### src/rtl/keypad_scanner.sv
// rtl/keypad_scanner.sv - 4x4 keypad column scanner with row synchroniser, debounce and valid/read handshake
module keypad_scanner #(
    parameter int SCAN_DIV        = 4,
    parameter int DEBOUNCE_CYCLES = 8
) (
    input  logic       clk,
    input  logic       nRST,
    input  logic [3:0] RowIn,
    output logic [3:0] ColOut,
    output logic [3:0] key_code,
    output logic       key_valid,
    input  logic       key_read,
    output logic [1:0] scan_state
);

    localparam int DIV_W = $clog2(SCAN_DIV + 1);
    localparam int DB_W  = $clog2(DEBOUNCE_CYCLES + 1);

    localparam logic [DIV_W-1:0] DIV_LAST = DIV_W'(SCAN_DIV - 1);
    localparam logic [DB_W-1:0]  DB_MAX   = DB_W'(DEBOUNCE_CYCLES);
    localparam logic [DB_W-1:0]  DB_LAST  = DB_W'(DEBOUNCE_CYCLES - 1);

    localparam logic [1:0] ST_SCAN     = 2'd0;
    localparam logic [1:0] ST_DEBOUNCE = 2'd1;
    localparam logic [1:0] ST_VALID    = 2'd2;
    localparam logic [1:0] ST_RELEASE  = 2'd3;

    logic [3:0]       r_sync1;
    logic [3:0]       r_sync2;
    logic [1:0]       r_state;
    logic [1:0]       r_col;
    logic [1:0]       r_row;
    logic [3:0]       r_pattern;
    logic [DIV_W-1:0] r_div;
    logic [DB_W-1:0]  r_dcnt;
    logic [3:0]       r_key_code;
    logic             r_key_valid;

    logic             w_idle;
    logic [1:0]       w_low_row;

    assign w_idle     = (r_sync2 == 4'b1111);
    assign ColOut     = ~(4'b0001 << r_col);
    assign key_code   = r_key_code;
    assign key_valid  = r_key_valid;
    assign scan_state = r_state;

    // Lowest-numbered active row wins when several keys in the column are down
    always_comb begin
        w_low_row = 2'd3;
        if (!r_sync2[0])      w_low_row = 2'd0;
        else if (!r_sync2[1]) w_low_row = 2'd1;
        else if (!r_sync2[2]) w_low_row = 2'd2;
    end

    // Two-flop synchroniser for the asynchronous row lines; idle level is all-high
    always_ff @(posedge clk) begin
        if (!nRST) begin
            r_sync1 <= 4'b1111;
            r_sync2 <= 4'b1111;
        end else begin
            r_sync1 <= RowIn;
            r_sync2 <= r_sync1;
        end
    end

    // Scan / debounce / hold-until-read / release-qualify state machine
    always_ff @(posedge clk) begin
        if (!nRST) begin
            r_state     <= ST_SCAN;
            r_col       <= 2'd0;
            r_row       <= 2'd0;
            r_pattern   <= 4'b1111;
            r_div       <= '0;
            r_dcnt      <= '0;
            r_key_code  <= 4'd0;
            r_key_valid <= 1'b0;
        end else begin
            case (r_state)
                ST_SCAN: begin
                    if (!w_idle) begin
                        // Column and divider freeze here so the pressed key stays driven
                        r_row     <= w_low_row;
                        r_pattern <= r_sync2;
                        r_dcnt    <= DB_W'(1);
                        r_state   <= ST_DEBOUNCE;
                    end else if (r_div == DIV_LAST) begin
                        r_div <= '0;
                        r_col <= r_col + 2'd1;
                    end else begin
                        r_div <= r_div + DIV_W'(1);
                    end
                end
                ST_DEBOUNCE: begin
                    if (r_sync2 != r_pattern) begin
                        r_state <= ST_SCAN;
                        r_col   <= r_col + 2'd1;
                        r_div   <= '0;
                        r_dcnt  <= '0;
                    end else if (r_dcnt == DB_MAX) begin
                        r_key_code  <= {r_row, r_col};
                        r_key_valid <= 1'b1;
                        r_state     <= ST_VALID;
                        r_dcnt      <= '0;
                    end else begin
                        r_dcnt <= r_dcnt + DB_W'(1);
                    end
                end
                ST_VALID: begin
                    // Key release is ignored here; only the consumer clears the key
                    if (key_read) begin
                        r_key_valid <= 1'b0;
                        r_state     <= ST_RELEASE;
                        r_dcnt      <= '0;
                    end
                end
                ST_RELEASE: begin
                    if (!w_idle) begin
                        r_dcnt <= '0;
                    end else if (r_dcnt == DB_LAST) begin
                        r_state <= ST_SCAN;
                        r_col   <= r_col + 2'd1;
                        r_div   <= '0;
                        r_dcnt  <= '0;
                    end else begin
                        r_dcnt <= r_dcnt + DB_W'(1);
                    end
                end
                default: r_state <= ST_SCAN;
            endcase
        end
    end

endmodule

### config.mk
export PLATFORM = sky130hd
export DESIGN_NAME = keypad_scanner
export DESIGN_NICKNAME = d
export VERILOG_FILES = /design/src/rtl/keypad_scanner.sv
export SDC_FILE = /design/constraint.sdc
export NUM_CORES = 1
export LEC_CHECK = 0
export ABC_AREA = 0
export BUFFER_PORTS_ARGS = -buffer_cell sky130_fd_sc_hd__buf_2
export CAP_MARGIN = 20
export CORE_MARGIN = 2
export CORE_UTILIZATION = 30
export CTS_BUF_LIST = sky130_fd_sc_hd__clkbuf_8
export DETAILED_ROUTE_END_ITERATION = 10
export PLACE_DENSITY = 0.54
export SLEW_MARGIN = 20
export SYNTH_ARGS = -nofsm -noshare
export SYNTH_HDL_FRONTEND = slang
export SYNTH_SLANG_ARGS = --single-unit
### constraint.sdc
create_clock -name clk -period 2.1 [get_ports clk]
set_clock_uncertainty 0.2 [all_clocks]
set_input_delay 0.21 -clock clk [delete_from_list [all_inputs] [get_ports clk]]
set_output_delay 0.21 -clock clk [all_outputs]
set_load 0.01 [all_outputs]
; ---- Word-level counts from Yosys, hierarchy flattened
; Index checks and enable logic that the tools add are counted.
[word_totals]
mem_bits_ro = 0
out_inout_bits = 11
latchBits = 0
ramBits = 0
mem_count = 0
input_bits = 7
wordCells = 78
reg_bits = 30
[classes]
reduce_logical = 10
addsub = 3
bitwise_logic = 3
shifts = 1
div_mod_pow = 0
mux = 33
n_mul = 0
order_cmp = 0
eq_ne = 18
[ops]
columns = cell, n
row1 = $mux 2, 13
row2 = $mux 4, 6
row3 = $ne 2x2->1 const B, 9
row4 = $pmux 4 s4, 1
row5 = $mux 3, 5
row6 = $reduce_and 5->1, 2
row7 = $pmux 3 s3, 1
row8 = $eq 4x4->1 const B, 2
row9 = $pmux 2 s4, 1
row10 = $pmux 2 s3, 1
row11 = $reduce_and 6->1, 1
row12 = $add 4x1->4 const B, 1
row13 = $eq 2x2->1 const B, 2
row14 = $eq 4x3->1 const B, 1
row15 = $mux 1, 4
row16 = $ne 4x4->1, 1
row17 = $not 4->4, 1
row18 = $reduce_and 2->1, 2
row19 = $reduce_and 4->1, 1
row20 = $shl 1x2->4 const A, 1
row21 = $add 3x1->3 const B, 1
row22 = $eq 3x2->1 const B, 1
row23 = $ne 3x3->1 const B, 1
row24 = $reduce_and 3->1, 1
row25 = other kinds (7), 8

; ---- Logic depth before layout (Yosys ltp)
; Gate-level depths: netlist of the first run.
[depth]
ltp_word = 4
ltp_mapped = 7
ltp_nobuf = 7

; ---- Least setup slack after synthesis of the first run
; OpenSTA, ideal clock, no wires.
[synth_path]
path_type = reg2reg
from = register r_state[0], in the netlist scan_state[0]
to = register r_dcnt[2]
period_less_slack_ns = 1.754
required_time_ns = 1.809
slack_ns = 0.346
n_path_buf = 1
arrival_time_ns = 1.463
setup_time_ns = 0.091
stages_incl_launch_ff = 7
cell_sequence = dfxtp_1 buf_2 nor2b_1 nand2_1 or2_2 o2bb2ai_1 a311oi_1
[synth_between]
elab_chain_len = 3
elab_cells_between_ends = 8
classes_between = 5 x eq/ne / 1 x mux / 2 x reduce/logical
[synth_rtl]
columns = element, line_no
row1 = start: declaration, 30  ; logic [1:0] r_state;
row2 = start signal: assignment, 70  ; r_state <= ST_SCAN;
row3 = start signal: assignment, 86  ; r_state <= ST_DEBOUNCE;
row4 = start signal: assignment, 96  ; r_state <= ST_SCAN;
row5 = $eq 2x2->1 / $logic_not 2->1 (equally long branches), 79  ; case (r_state)
row6 = $ne 2x2->1 (no line), n/a
row7 = $reduce_and 2->1 (no line), n/a
row8 = end signal: assignment, 106  ; r_dcnt <= r_dcnt + DB_W'(1);
row9 = end signal: assignment, 126  ; r_dcnt <= r_dcnt + DB_W'(1);
row10 = end: declaration, 35  ; logic [DB_W-1:0] r_dcnt;
; Parallel ways exist; a longest one is shown, timed or not.
; A chain may end at the register's enable or synchronous reset.

; ---- Final worst setup path of the first run
[layout_path]
from = register r_sync2[0]
to = register r_dcnt[0]
[layout_between]
elab_chain_len = 3
elab_cells_between_ends = 7
classes_between = 3 x eq/ne / 3 x mux / 1 x reduce/logical
[layout_rtl]
columns = element, line_no
row1 = start: declaration, 29  ; logic [3:0] r_sync2;
row2 = start signal: assignment, 63  ; r_sync2 <= r_sync1;
row3 = $eq 4x4->1 / $ne 4x4->1 (equally long branches), "42, 95"
row4 = $mux 4 (tied with other cells), 118  ; if (!w_idle) begin
row5 = $pmux 4 s4 / $reduce_and 2->1 (equally long branches), n/a
; Parallel ways exist; a longest one is shown, timed or not.

==> results.txt, run 1 <==
----------------------------------------------------
[Outcome]
  Status ... complete, no violations

[Yosys]
  Total nets after synthesis ... 168
  Combined area of all synthesized cells ... 1370 um^2
  Number of synthesis warnings ... 0
  Post-synthesis cell count ... 154
  FF+latch count, synth ... 30
  Sequential fraction of the synthesis area ... 43.8%
  Distinct cell type count after synthesis ... 38
  Synthesized area per cell ... 8.91 um^2

[CTS]
  Count of instances resized after the clock tree is built ... 0
  Number of CTS-inserted buffers ... 5
  CTS root buf ... clkbuf_8
  # hold bufs at CTS ... 4
  Clock Pin Slew Worst Setup and Hold Paths ... 0.07 ns
  CTS Sinks ... 30
  Insertion delay of the later-clocked pin in the worst-skew pair ... 0.28 ns
  Number of H-tree levels ... 2
  TritonCTS clock tree ... yes
  Buffer depth of the longest clock path ... 2
  Post-CTS Setup Inserts ... 0

[Setup path]
  Critical path data required time ... 2.08 ns
  Number of cells on the worst reg-to-reg path ... 5
  Worst reg2reg setup slack ... 0.21 ns
  CP cell instances ... and4_1, nand3_1, o22ai_1, nand2_1, a221oi_1
  Kind of cell adding the most delay to the critical path ... simple AND/OR/NAND/NOR gates
  Worst Path Arrival ... 1.88 ns
  Sort of element at the end of the critical path ... flip-flop
  Depth of the critical timing path with buffers and inverters included ... 5
  Type of the setup path with the least slack ... flip-flop to flip-flop
  Cell with the largest stage delay on the worst path ... dfxtp_1
  Buf/Inv on CP ... 0
  Type of element launching the critical path ... flip-flop
  Maximum cell stage delay along the critical path ... 0.40 ns
  Crit path max fanout ... 9

[Detailed routing]
  Number of vias after detailed routing ... 1138
  DR vias/cell ... 4.86
  Number of DRC markers after the initial detailed-route iteration ... 46
  Antenna viol nets, final ... 0
  Number of detailed-routing iterations run before antenna repair ... 4
  Wirelength, routed ... 2690 um
  DRC viols ... 0
  Final routed wire length divided by cell count ... 11.5 um

[Layout]
  Fin util ... 38.3%
  Number of nets in the final layout ... 195
  Relative area change from synthesis to final layout ... 22.3%
  Fillers ... 440
  Antenna diode instance count ... 0
  Ratio of cells with drive above 1 in the final layout ... 20.3%

[Floorplanning]
  Overall die area ... 5130 um^2
  Die extent in x ... 71.6 um
  Die Y-Extent ... 71.6 um
  Effective utilization at floorplan ... 31.3%
  Total I/O pin count ... 18
  Number of core rows ... 24
  Placeable core region ... 4380 um^2

[Pwr]
  Power Internal ... 0.00101 W
  Total power ... 0.00134 W
  Sw frac ... 24.6%
  Peak supply drop ... 541 uV
  Part of the power in the clock network ... 40.3%
  Pwr Density ... 798 nW/um^2
  Fraction of power consumed by combinational cells ... 13.6%
  Switching Power ... 0.000330 W
  Sequential power share ... 46.1%
  Total leakage power ... 0.683 nW

[Timing]
  Number of endpoints failing setup at the final stage ... 0
  Worst-margin pin slew ... 0.516 ns
  Slew Limit Fails ... 0
  Setup repair after global routing missed its margin ... false
  Maximum clock frequency ... 529 MHz
  Worst slew slack as a fraction of its limit ... 65.6%
  Hold Fails Final Rpt ... 0
  Period utilisation layout ... 90.1%
  Setup TNS Final ... 0 ns
  Time the final worst path needs with I/O delays and setup ... 1.89 ns

[Job]
  Max-cap violations ... 0

[Place]
  Gp weighted congestion ... 0.882
  Detailed Place HPWL ... 1950 um
  Number of buffers added on ports ... 17

[Global route]
  Total routing usage reported by global routing ... 11.7%
  Wire length of the first global-routing pass ... 4650 um
  Antenna violations before repair ... 0
  Overflow left after global routing ... 0
  Pin count of the biggest net entering global routing ... 19
  Via count of the first global-routing pass ... 1094

[Worst hold path]
  Path class of the lowest-slack min-delay path ... input port to flip-flop
  Worst hold stages ... 2

----------------------------------------------------
## layer usage
| metal | vias up | routed length [um] | global-route usage [%] |
|---|---|---|---|
| met4 | 0 | 63 | 5.87 |
| met3 | 8 | 89 | 4.78 |
| met1 | 531 | 1200 | 12.7 |
| li1 | 581 | - | - |
| met5 | - | 0 | 0 |
| met2 | 18 | 1330 | 19.7 |
## synthesized netlist by cell type
cell type | instances | area share [%]
a22oi_1 | 1 | 0.55
o21ba_2 | 1 | 0.73
dfxtp_1 | 30 | 44
clkbuf_1 | 4 | 1.1
a311oi_1 | 2 | 1.3
o21bai_1 | 1 | 0.55
inv_1 | 9 | 2.5
buf_2 | 1 | 0.36
a21oi_1 | 5 | 1.8
o21ai_0 | 7 | 2.6
buf_6 | 1 | 0.82
nand3b_1 | 1 | 0.55
mux2i_1 | 4 | 2.9
o221a_2 | 1 | 0.82
or2b_2 | 1 | 0.64
or3_1 | 1 | 0.46
nand2_1 | 11 | 3.0
and4_1 | 1 | 0.64
a211oi_1 | 1 | 0.55
and3_1 | 2 | 0.91
a221oi_1 | 1 | 0.64
nor2_1 | 14 | 3.8
nand4_1 | 1 | 0.46
nor2b_1 | 5 | 2.3
ha_1 | 7 | 6.4
a31oi_1 | 2 | 0.91
or2_2 | 1 | 0.46
nand3_1 | 9 | 3.3
o2bb2ai_1 | 1 | 0.64
o32ai_1 | 1 | 0.64
nor3_2 | 1 | 0.73
and3_4 | 1 | 0.82
a22o_4 | 1 | 1.3
nor3b_1 | 1 | 0.55
nor3_1 | 6 | 2.2
o22ai_1 | 2 | 0.91
xnor2_1 | 4 | 2.6
nand2b_1 | 11 | 5.0
## metrics by stage
| step | hold slack, ns | worst slack, ns | std cells | instance area (um^2) |
|---|---|---|---|---|
| 6_report | 0.0466 | 0.209 | 234 | 1680 |
| 5_1_grt | 0.0408 | 0.0218 | 234 | 1680 |
| 4_1_cts | 0.0384 | 0.204 | 234 | 1680 |
| 3_5_place_dp | 0.192 | 0.215 | 222 | 1530 |
| 3_3_place_gp | 0.194 | 0.277 | 222 | 1530 |
| 2_1_floorplan | 0.0830 | 0.346 | 154 | 1370 |
## kinds of logic after synthesis
kind of cell             synth area share, %
multiplexers                            2.92
flip-flops                              43.8
XOR/XNOR                                2.55
adder cells (fa/ha/maj)                 6.38
buffers and inverters                   4.74
AND/OR/NAND/NOR                         25.8
AO/OA/AOI/OAI                           13.9
## worst register-to-register path, delay by kind of cell, from the launching register on
kind | cells | cell delay (ns)
AND/OR/NAND/NOR | 3 | 0.63
AO/OA/AOI/OAI | 2 | 0.57
flip-flops | 1 | 0.40
## state kept, by name, summed over array words and instances (netlist names), 2 cells and up, named ones only
name / flops
key_code: 4
r_col: 2
r_dcnt: 4
r_div: 3
r_pattern: 4
r_row: 2
r_sync1: 4
r_sync2: 4
## worst paths after layout
path / end / from
setup reg to reg: r_dcnt[0]$_SDFFE_PN0P_ / r_sync2[0]$_SDFF_PN1_
setup / recovery: r_dcnt[0]$_SDFFE_PN0P_ / r_sync2[0]$_SDFF_PN1_
hold reg to reg: r_sync2[2]$_SDFF_PN1_ / r_sync1[2]$_SDFF_PN1_
hold / removal: r_pattern[3]$_SDFFE_PN1P_ / nRST
## cell usage in the layout (no fill, tap or decap), types with 2 or more instances in the layout
cell type and instances:
a21oi_1 5, a311oi_1 2, a31oi_1 2, and3_1 2, buf_2 17, buf_4 5, clkbuf_8 8, dfxtp_1 30
dlygate4sd3_1 4, ha_1 7, inv_1 9, mux2i_1 4, nand2_1 11, nand2b_1 11, nand3_1 9, nor2_1 14
nor2b_1 5, nor3_1 6, o21ai_0 7, o22ai_1 2, xnor2_1 4
## cell type report
cell class                      instances  area (um^2)  area share [%]
Clock buffer                            8          110            6.56
Inverter                                9         33.8            2.01
Multi-Input combinational cell        109          707            42.1
Sequential cell                        30          601            35.8
Tap cell                               52         65.1            3.87
Timing Repair Buffer                   26          163            9.69
## power by group through the flow
| stage | Combinational (W) | Clock, W | Sequential [W] |
|---|---|---|---|
| floorplan | 0.000132 | 0 | 0.000627 |
| global placement | 0.000174 | 0 | 0.000630 |
| detailed placement | 0.000177 | 0 | 0.000631 |
| CTS | 0.000183 | 0.000553 | 0.000619 |
| global route | 0.000208 | 0.000587 | 0.000622 |
| finish | 0.000182 | 0.000540 | 0.000619 |
(Power assumes the default switching activity.)
==> inputs of run 2 (changes only) <==
==> constraint.sdc (replaced) <==
create_clock -name clk -period 1.9 [get_ports clk]
set_clock_uncertainty 0.2 [all_clocks]
set_input_delay 0.19 -clock clk [delete_from_list [all_inputs] [get_ports clk]]
set_output_delay 0.19 -clock clk [all_outputs]
set_load 0.01 [all_outputs]
==> results.txt, run 2 (synthesis gave the netlist of run 1 again) <==
----------------------------------------------------
[Outcome]
  Status ... complete, no violations (unchanged)

[Global route]
  Via count of the first global-routing pass ... 1102 (was 1094)
  Antenna violations before repair ... 0 (unchanged)
  Global Route met2 Usage ... 20.5% (was 19.7%)
  Global-route track usage on met1 ... 13.3% (was 12.7%)
  Total routing usage reported by global routing ... 11.8% (was 11.7%)
  Wire length of the first global-routing pass ... 4770 um (was 4650 um)
  Grt peak-use layer ... met2 (unchanged)
  Overflow left after global routing ... 0 (unchanged)
  Pin count of the biggest net entering global routing ... 19 (unchanged)
  Met3 layer usage reported by global route ... 3.94% (was 4.78%)

[Layout]
  Ratio of cells with drive above 1 in the final layout ... 27.5% (was 20.3%)
  Fillers ... 435 (was 440)
  Number of nets in the final layout ... 197 (was 195)
  Antenna diode instance count ... 0 (unchanged)
  Footprint of the multi-input gates ... 739 um^2 (was 707 um^2)
  Final standard cell area without fillers ... 1710 um^2 (was 1680 um^2)
  Seq. cell area ... 612 um^2 (was 601 um^2)
  Leading cell type in the layout, fill and taps excluded ... dfxtp_1 (unchanged)
  Most frequent cells in the layout ... dfxtp_1 (23), buf_2 (17), nor2_1 (14), nand2b_1 (11), nand2_1 (11) (was dfxtp_1 (30), buf_2 (17), nor2_1 (14), nand2b_1 (11), nand2_1 (11))
  Fin util ... 39.0% (was 38.3%)
  Relative area change from synthesis to final layout ... 24.6% (was 22.3%)

[Floorplanning]
  Total I/O pin count ... 18 (unchanged)
  Effective utilization at floorplan ... 31.3% (unchanged)
  Placeable core region ... 4380 um^2 (unchanged)
  Overall die area ... 5130 um^2 (unchanged)
  Die extent in x ... 71.6 um (unchanged)
  Die Y-Extent ... 71.6 um (unchanged)
  Number of core rows ... 24 (unchanged)

[Place]
  Dpl ws ... 0.0545 ns (was 0.215 ns)
  Gp weighted congestion ... 0.815 (was 0.882)
  Number of buffers added on ports ... 17 (unchanged)
  Post-place instance area ... 1540 um^2 (was 1530 um^2)
  Detailed Place HPWL ... 2010 um (was 1950 um)

[Pwr]
  Sequential power share ... 49.6% (was 46.1%)
  Pwr Density ... 810 nW/um^2 (was 798 nW/um^2)
  Switching Power ... 0.000348 W (was 0.000330 W)
  Fraction of power consumed by combinational cells ... 15.2% (was 13.6%)
  Peak supply drop ... 421 uV (was 541 uV)
  Total power ... 0.00139 W (was 0.00134 W)
  Total leakage power ... 0.695 nW (was 0.683 nW)
  Part of the power in the clock network ... 35.1% (was 40.3%)
  Sw frac ... 25.1% (was 24.6%)
  Power Internal ... 0.00104 W (was 0.00101 W)

[Timing]
  Slew Limit Fails ... 0 (unchanged)
  Period utilisation layout ... 99.4% (was 90.1%)
  Worst-case setup margin in the final layout ... 0.0105 ns (was 0.209 ns)
  Hold Fails Final Rpt ... 0 (unchanged)
  Worst slew slack as a fraction of its limit ... 65.8% (was 65.6%)
  Worst-margin pin slew ... 0.512 ns (was 0.516 ns)
  Worst hold-check slack ... 0.0769 ns (was 0.0466 ns)
  Setup repair after global routing missed its margin ... true (was false)
  Number of endpoints failing setup at the final stage ... 0 (unchanged)
  Maximum clock frequency ... 529 MHz (about the same)
  Time the final worst path needs with I/O delays and setup ... 1.89 ns (about the same)

[CTS]
  Number of CTS-inserted buffers ... 5 (unchanged)
  Post-CTS Setup Inserts ... 0 (unchanged)
  Buffer depth of the longest clock path ... 2 (unchanged)
  Clock Pin Slew Worst Setup and Hold Paths ... 0.06 ns (was 0.07 ns)
  Number of H-tree levels ... 2 (unchanged)
  CTS Sinks ... 30 (unchanged)
  Insertion delay of the later-clocked pin in the worst-skew pair ... 0.27 ns (was 0.28 ns)
  TritonCTS clock tree ... yes (unchanged)
  CTS root buf ... clkbuf_8 (unchanged)

[Setup path]
  CP cell instances ... xnor2_2, nand4_1, a22o_4, or3_4, a21oi_2 (was and4_1, nand3_1, o22ai_1, nand2_1, a221oi_1)
  Worst Path Arrival ... 1.89 ns (was 1.88 ns)
  Crit path max fanout ... 6 (was 9)
  Kind of cell adding the most delay to the critical path ... simple AND/OR/NAND/NOR gates (unchanged)
  Type of element launching the critical path ... flip-flop (unchanged)
  Sort of element at the end of the critical path ... flip-flop (unchanged)
  Type of the setup path with the least slack ... flip-flop to flip-flop (unchanged)
  Cell with the largest stage delay on the worst path ... dfxtp_1 (unchanged)
  Buf/Inv on CP ... 0 (unchanged)
  Maximum cell stage delay along the critical path ... 0.38 ns (was 0.40 ns)
  Critical path data required time ... 1.90 ns (was 2.08 ns)

[Detailed routing]
  Wirelength, routed ... 2840 um (was 2690 um)
  Number of DRC markers after the initial detailed-route iteration ... 52 (was 46)
  Number of detailed-routing iterations run before antenna repair ... 4 (unchanged)
  Final routed wire length divided by cell count ... 12.1 um (was 11.5 um)
  DR vias/cell ... 4.79 (was 4.86)
  DRC viols ... 0 (unchanged)
  Antenna viol nets, final ... 0 (unchanged)
  Number of vias after detailed routing ... 1121 (was 1138)

[Job]
  Max-cap violations ... 0 (unchanged)

[Worst hold path]
  Path class of the lowest-slack min-delay path ... input port to flip-flop (unchanged)

----------------------------------------------------
-- run 2: cell types whose count changed in the layout (fill, tap and decap cells not counted), moves of 2 or more --
| cell | change |
|---|---|
| dfxtp_1 | -7 |
| buf_4 | +2 |
| dfxtp_2 | +6 |
| clkbuf_8 | -2 |
| xnor2_1 | -3 |
| xnor2_2 | +3 |
-- run 2: final cells by class --
cell class,count,area share [%]
Inverter,9,1.98
Multi-Input combinational cell,109,43.2
Tap cell,52,3.80
Clock buffer,6,4.83
Timing Repair Buffer,28,10.4
Sequential cell,30,35.8
-- run 2: worst paths after layout --
kind / start / endpoint / slack (ns) / cells past startpoint
max: r_pattern[1]$_SDFFE_PN1P_ / r_col[1]$_SDFFE_PN0P_ / 0.01 / 5
min: key_read / r_dcnt[0]$_SDFFE_PN0P_ / 0.08 / 4
max reg2reg: r_pattern[1]$_SDFFE_PN1P_ / r_col[1]$_SDFFE_PN0P_ / 0.01 / 5
min reg2reg: r_sync1[1]$_SDFF_PN1_ / r_sync2[1]$_SDFF_PN1_ / 0.20 / 1
-- run 2: tightest hold or removal path, stage by stage --
cell and delay [ns]:
buf_2 0.09, nand2_1 0.06, nand2b_1 0.09, a221oi_1 0.07
-- run 2: metal layers --
layer	vias up	share of wire, %
met5	-	0
met4	0	0.71
met3	2	2.4
met2	13	52
met1	523	44
li1	583	-
-- run 2: power by group through the flow --
stage | combinational [W] | sequential, W | clock, W
after floorplan | 0.000146 | 0.000693 | 0
after global placement | 0.000194 | 0.000696 | 0
after detailed placement | 0.000201 | 0.000698 | 0
after CTS | 0.000207 | 0.000685 | 0.000505
after global routing | 0.000238 | 0.000691 | 0.000540
final | 0.000211 | 0.000687 | 0.000487
-- run 2: what timing repair did --
action / 4_1_cts / 5_1_grt
hold buffers: 4 / 0
gates resized for setup: 0 / 14
setup endpoints to repair: 0 / 9
endpoints found under the hold margin: 4 / 0
-- run 2: through the flow --
stage | std cells | setup TNS [ns]
finish | 234 | 0
global route | 234 | -0.174
CTS | 234 | 0
detailed placement | 224 | 0
global placement | 224 | 0
floorplan | 154 | 0
==> inputs of run 3 (changes only) <==
--- a/config.mk
+++ b/config.mk
@@ -12,6 +12,8 @@
 export CORE_UTILIZATION = 30
 export CTS_BUF_LIST = sky130_fd_sc_hd__clkbuf_8
 export DETAILED_ROUTE_END_ITERATION = 10
+export GPL_ROUTABILITY_DRIVEN = 0
+export GPL_TIMING_DRIVEN = 0
 export PLACE_DENSITY = 0.54
 export SLEW_MARGIN = 20
 export SYNTH_ARGS = -nofsm -noshare
==> results.txt, run 3 (synthesis gave the netlist of run 1 again) <==
----------------------------------------------------
[Layout]
  Antenna diode instance count ... 0 (unchanged)
  Final standard cell area without fillers ... 1770 um^2 (was 1710 um^2)
  Leading cell type in the layout, fill and taps excluded ... dfxtp_1 (unchanged)
  Fillers ... 463 (was 435)
  Number of nets in the final layout ... 203 (was 197)
  Fin util ... 40.3% (was 39.0%)
  Most frequent cells in the layout ... dfxtp_1 (25), buf_2 (19), nor2_1 (14), nand2b_1 (11), nand2_1 (11) (was dfxtp_1 (23), buf_2 (17), nor2_1 (14), nand2b_1 (11), nand2_1 (11))
  Ratio of cells with drive above 1 in the final layout ... 24.7% (was 27.5%)
  Relative area change from synthesis to final layout ... 28.6% (was 24.6%)

[Pwr]
  Pwr Density ... 817 nW/um^2 (was 810 nW/um^2)
  Total leakage power ... 0.710 nW (was 0.695 nW)
  Peak supply drop ... 429 uV (was 421 uV)
  Switching Power ... 0.000386 W (was 0.000348 W)
  Sequential power share ... 47.4% (was 49.6%)
  Power Internal ... 0.00106 W (was 0.00104 W)
  Fraction of power consumed by combinational cells ... 15.4% (was 15.2%)
  Part of the power in the clock network ... 37.2% (was 35.1%)
  Sw frac ... 26.8% (was 25.1%)

[CTS]
  CTS root buf ... clkbuf_8 (unchanged)
  Clock Pin Slew Worst Setup and Hold Paths ... 0.06 ns (about the same)
  Insertion delay of the later-clocked pin in the worst-skew pair ... 0.29 ns (was 0.27 ns)
  Number of H-tree levels ... 2 (unchanged)
  CTS Sinks ... 30 (unchanged)
  Buffer depth of the longest clock path ... 2 (unchanged)
  TritonCTS clock tree ... yes (unchanged)
  Number of CTS-inserted buffers ... 5 (unchanged)

[Timing]
  Period utilisation layout ... 95.7% (was 99.4%)
  Worst hold-check slack ... 0.0861 ns (was 0.0769 ns)
  Slew Limit Fails ... 0 (unchanged)
  Hold Fails Final Rpt ... 0 (unchanged)
  Time the final worst path needs with I/O delays and setup ... 1.82 ns (was 1.89 ns)
  Number of endpoints failing setup at the final stage ... 0 (unchanged)
  Worst slew slack as a fraction of its limit ... 64.8% (was 65.8%)
  Maximum clock frequency ... 550 MHz (was 529 MHz)
  Worst-margin pin slew ... 0.528 ns (was 0.512 ns)

[Outcome]
  Status ... complete, no violations (unchanged)

[Detailed routing]
  Number of DRC markers after the initial detailed-route iteration ... 51 (was 52)
  DR vias/cell ... 4.78 (was 4.79)
  Final routed wire length divided by cell count ... 11.8 um (was 12.1 um)
  Number of vias after detailed routing ... 1157 (was 1121)
  Wirelength, routed ... 2850 um (was 2840 um)
  DRC viols ... 0 (unchanged)
  Number of detailed-routing iterations run before antenna repair ... 4 (unchanged)
  Antenna viol nets, final ... 0 (unchanged)

[Global route]
  Pin count of the biggest net entering global routing ... 11 (was 19)
  Antenna violations before repair ... 0 (unchanged)
  Wire length of the first global-routing pass ... 4640 um (was 4770 um)
  Total routing usage reported by global routing ... 11.9% (was 11.8%)
  Via count of the first global-routing pass ... 1056 (was 1102)
  Overflow left after global routing ... 0 (unchanged)

[Setup path]
  Worst Path Arrival ... 1.84 ns (was 1.89 ns)
  Crit path max fanout ... 9 (was 6)
  Maximum cell stage delay along the critical path ... 0.36 ns (was 0.38 ns)
  CP cell instances ... and4_1, buf_6, and3_4, a22o_4, or3_1, a21oi_2 (was xnor2_2, nand4_1, a22o_4, or3_4, a21oi_2)
  Critical path data required time ... 1.92 ns (was 1.90 ns)
  Startpoint of the worst-slack reg-to-reg timing path ... r_sync2[2]$_SDFF_PN1_ (was r_pattern[1]$_SDFFE_PN1P_)
  Sort of element at the end of the critical path ... flip-flop (unchanged)
  Type of element launching the critical path ... flip-flop (unchanged)
  Cell with the largest stage delay on the worst path ... or3_1 (was dfxtp_1)
  Type of the setup path with the least slack ... flip-flop to flip-flop (unchanged)
  Setup crit start ... r_sync2[2]$_SDFF_PN1_ (was r_pattern[1]$_SDFFE_PN1P_)

[Floorplanning]
  Overall die area ... 5130 um^2 (unchanged)
  Total I/O pin count ... 18 (unchanged)
  Die extent in x ... 71.6 um (unchanged)
  Number of core rows ... 24 (unchanged)
  Die Y-Extent ... 71.6 um (unchanged)
  Effective utilization at floorplan ... 31.3% (unchanged)
  Placeable core region ... 4380 um^2 (unchanged)

[Place]
  Post-place instance area ... 1520 um^2 (was 1540 um^2)
  Number of buffers added on ports ... 17 (unchanged)
  Detailed Place HPWL ... 1960 um (was 2010 um)

[Worst hold path]
  Launch instance of the worst min-delay path ... key_read (unchanged)
  Path class of the lowest-slack min-delay path ... input port to flip-flop (unchanged)

[Job]
  Max-cap violations ... 0 (unchanged)

----------------------------------------------------
run 3: cell types whose count changed in the layout (fill, tap and decap cells not counted), moves of 2 or more:
cell / delta
nor2b_1: -2
clkbuf_1: +3
dlygate4sd3_1: +4
buf_4: -5
xnor2_1: +3
dfxtp_1: +2
buf_2: +2
xnor2_2: -3
run 3: layout make-up:
class,instances,area (um^2),share of cell area [%]
buffer,6,32.5,1.84
clock buffer,6,82.6,4.68
clock inverter,2,12.5,0.709
inverter,9,33.8,1.91
multi-input combinational,109,732,41.5
sequential,30,607,34.4
tap,52,65.1,3.69
timing repair buffer,28,200,11.3
run 3: power groups by stage:
stage          clock (W)  combinational, W  sequential (W)
2_1_floorplan          0          0.000146        0.000693
5_1_grt         0.000580          0.000251        0.000687
3_5_place_dp           0          0.000195        0.000697
3_3_place_gp           0          0.000195        0.000697
6_report        0.000536          0.000222        0.000683
4_1_cts         0.000557          0.000216        0.000683
run 3: final timing paths:
kind	end	slack, ns	cells after the start
setup / recovery	r_col[1]$_SDFFE_PN0P_	0.08	6
hold / removal	r_dcnt[0]$_SDFFE_PN0P_	0.09	4
setup reg to reg	r_col[1]$_SDFFE_PN0P_	0.08	6
hold reg to reg	r_sync2[1]$_SDFF_PN1_	0.21	1
run 3: critical path, delay by kind of cell, from the launching register on:
kind                   cells  cell delay, ns
DFF                        1            0.34
buffers and inverters      1            0.13
and+or+nand+nor            3            0.73
AOI/OAI and AO/OA          2            0.34
run 3: repair_timing:
item	CTS	global route
pin swaps	1	1
resized for setup	2	11
endpoints found under the setup margin	8	12
hold endpoints to repair	6	0
hold buffers	8	0
setup buffers	1	2
run 3: metrics by stage:
stage / setup TNS, ns / total power [W] / setup slack (ns) / std cells
after floorplan: 0 / 0.000839 / 0.146 / 154
after global placement: -0.749 / 0.000891 / -0.163 / 223
after detailed placement: -0.674 / 0.000892 / -0.158 / 223
after CTS: 0 / 0.00146 / 0.0174 / 240
after global routing: -0.00483 / 0.00152 / -0.00483 / 242
final: 0 / 0.00144 / 0.0810 / 242
run 3: layer usage:
layer / track usage, % / wire length (um)
met1: 14.6 / 1390
met5: 0 / 0
met3: 4.64 / 96
met2: 18.2 / 1300
met4: 5.66 / 62
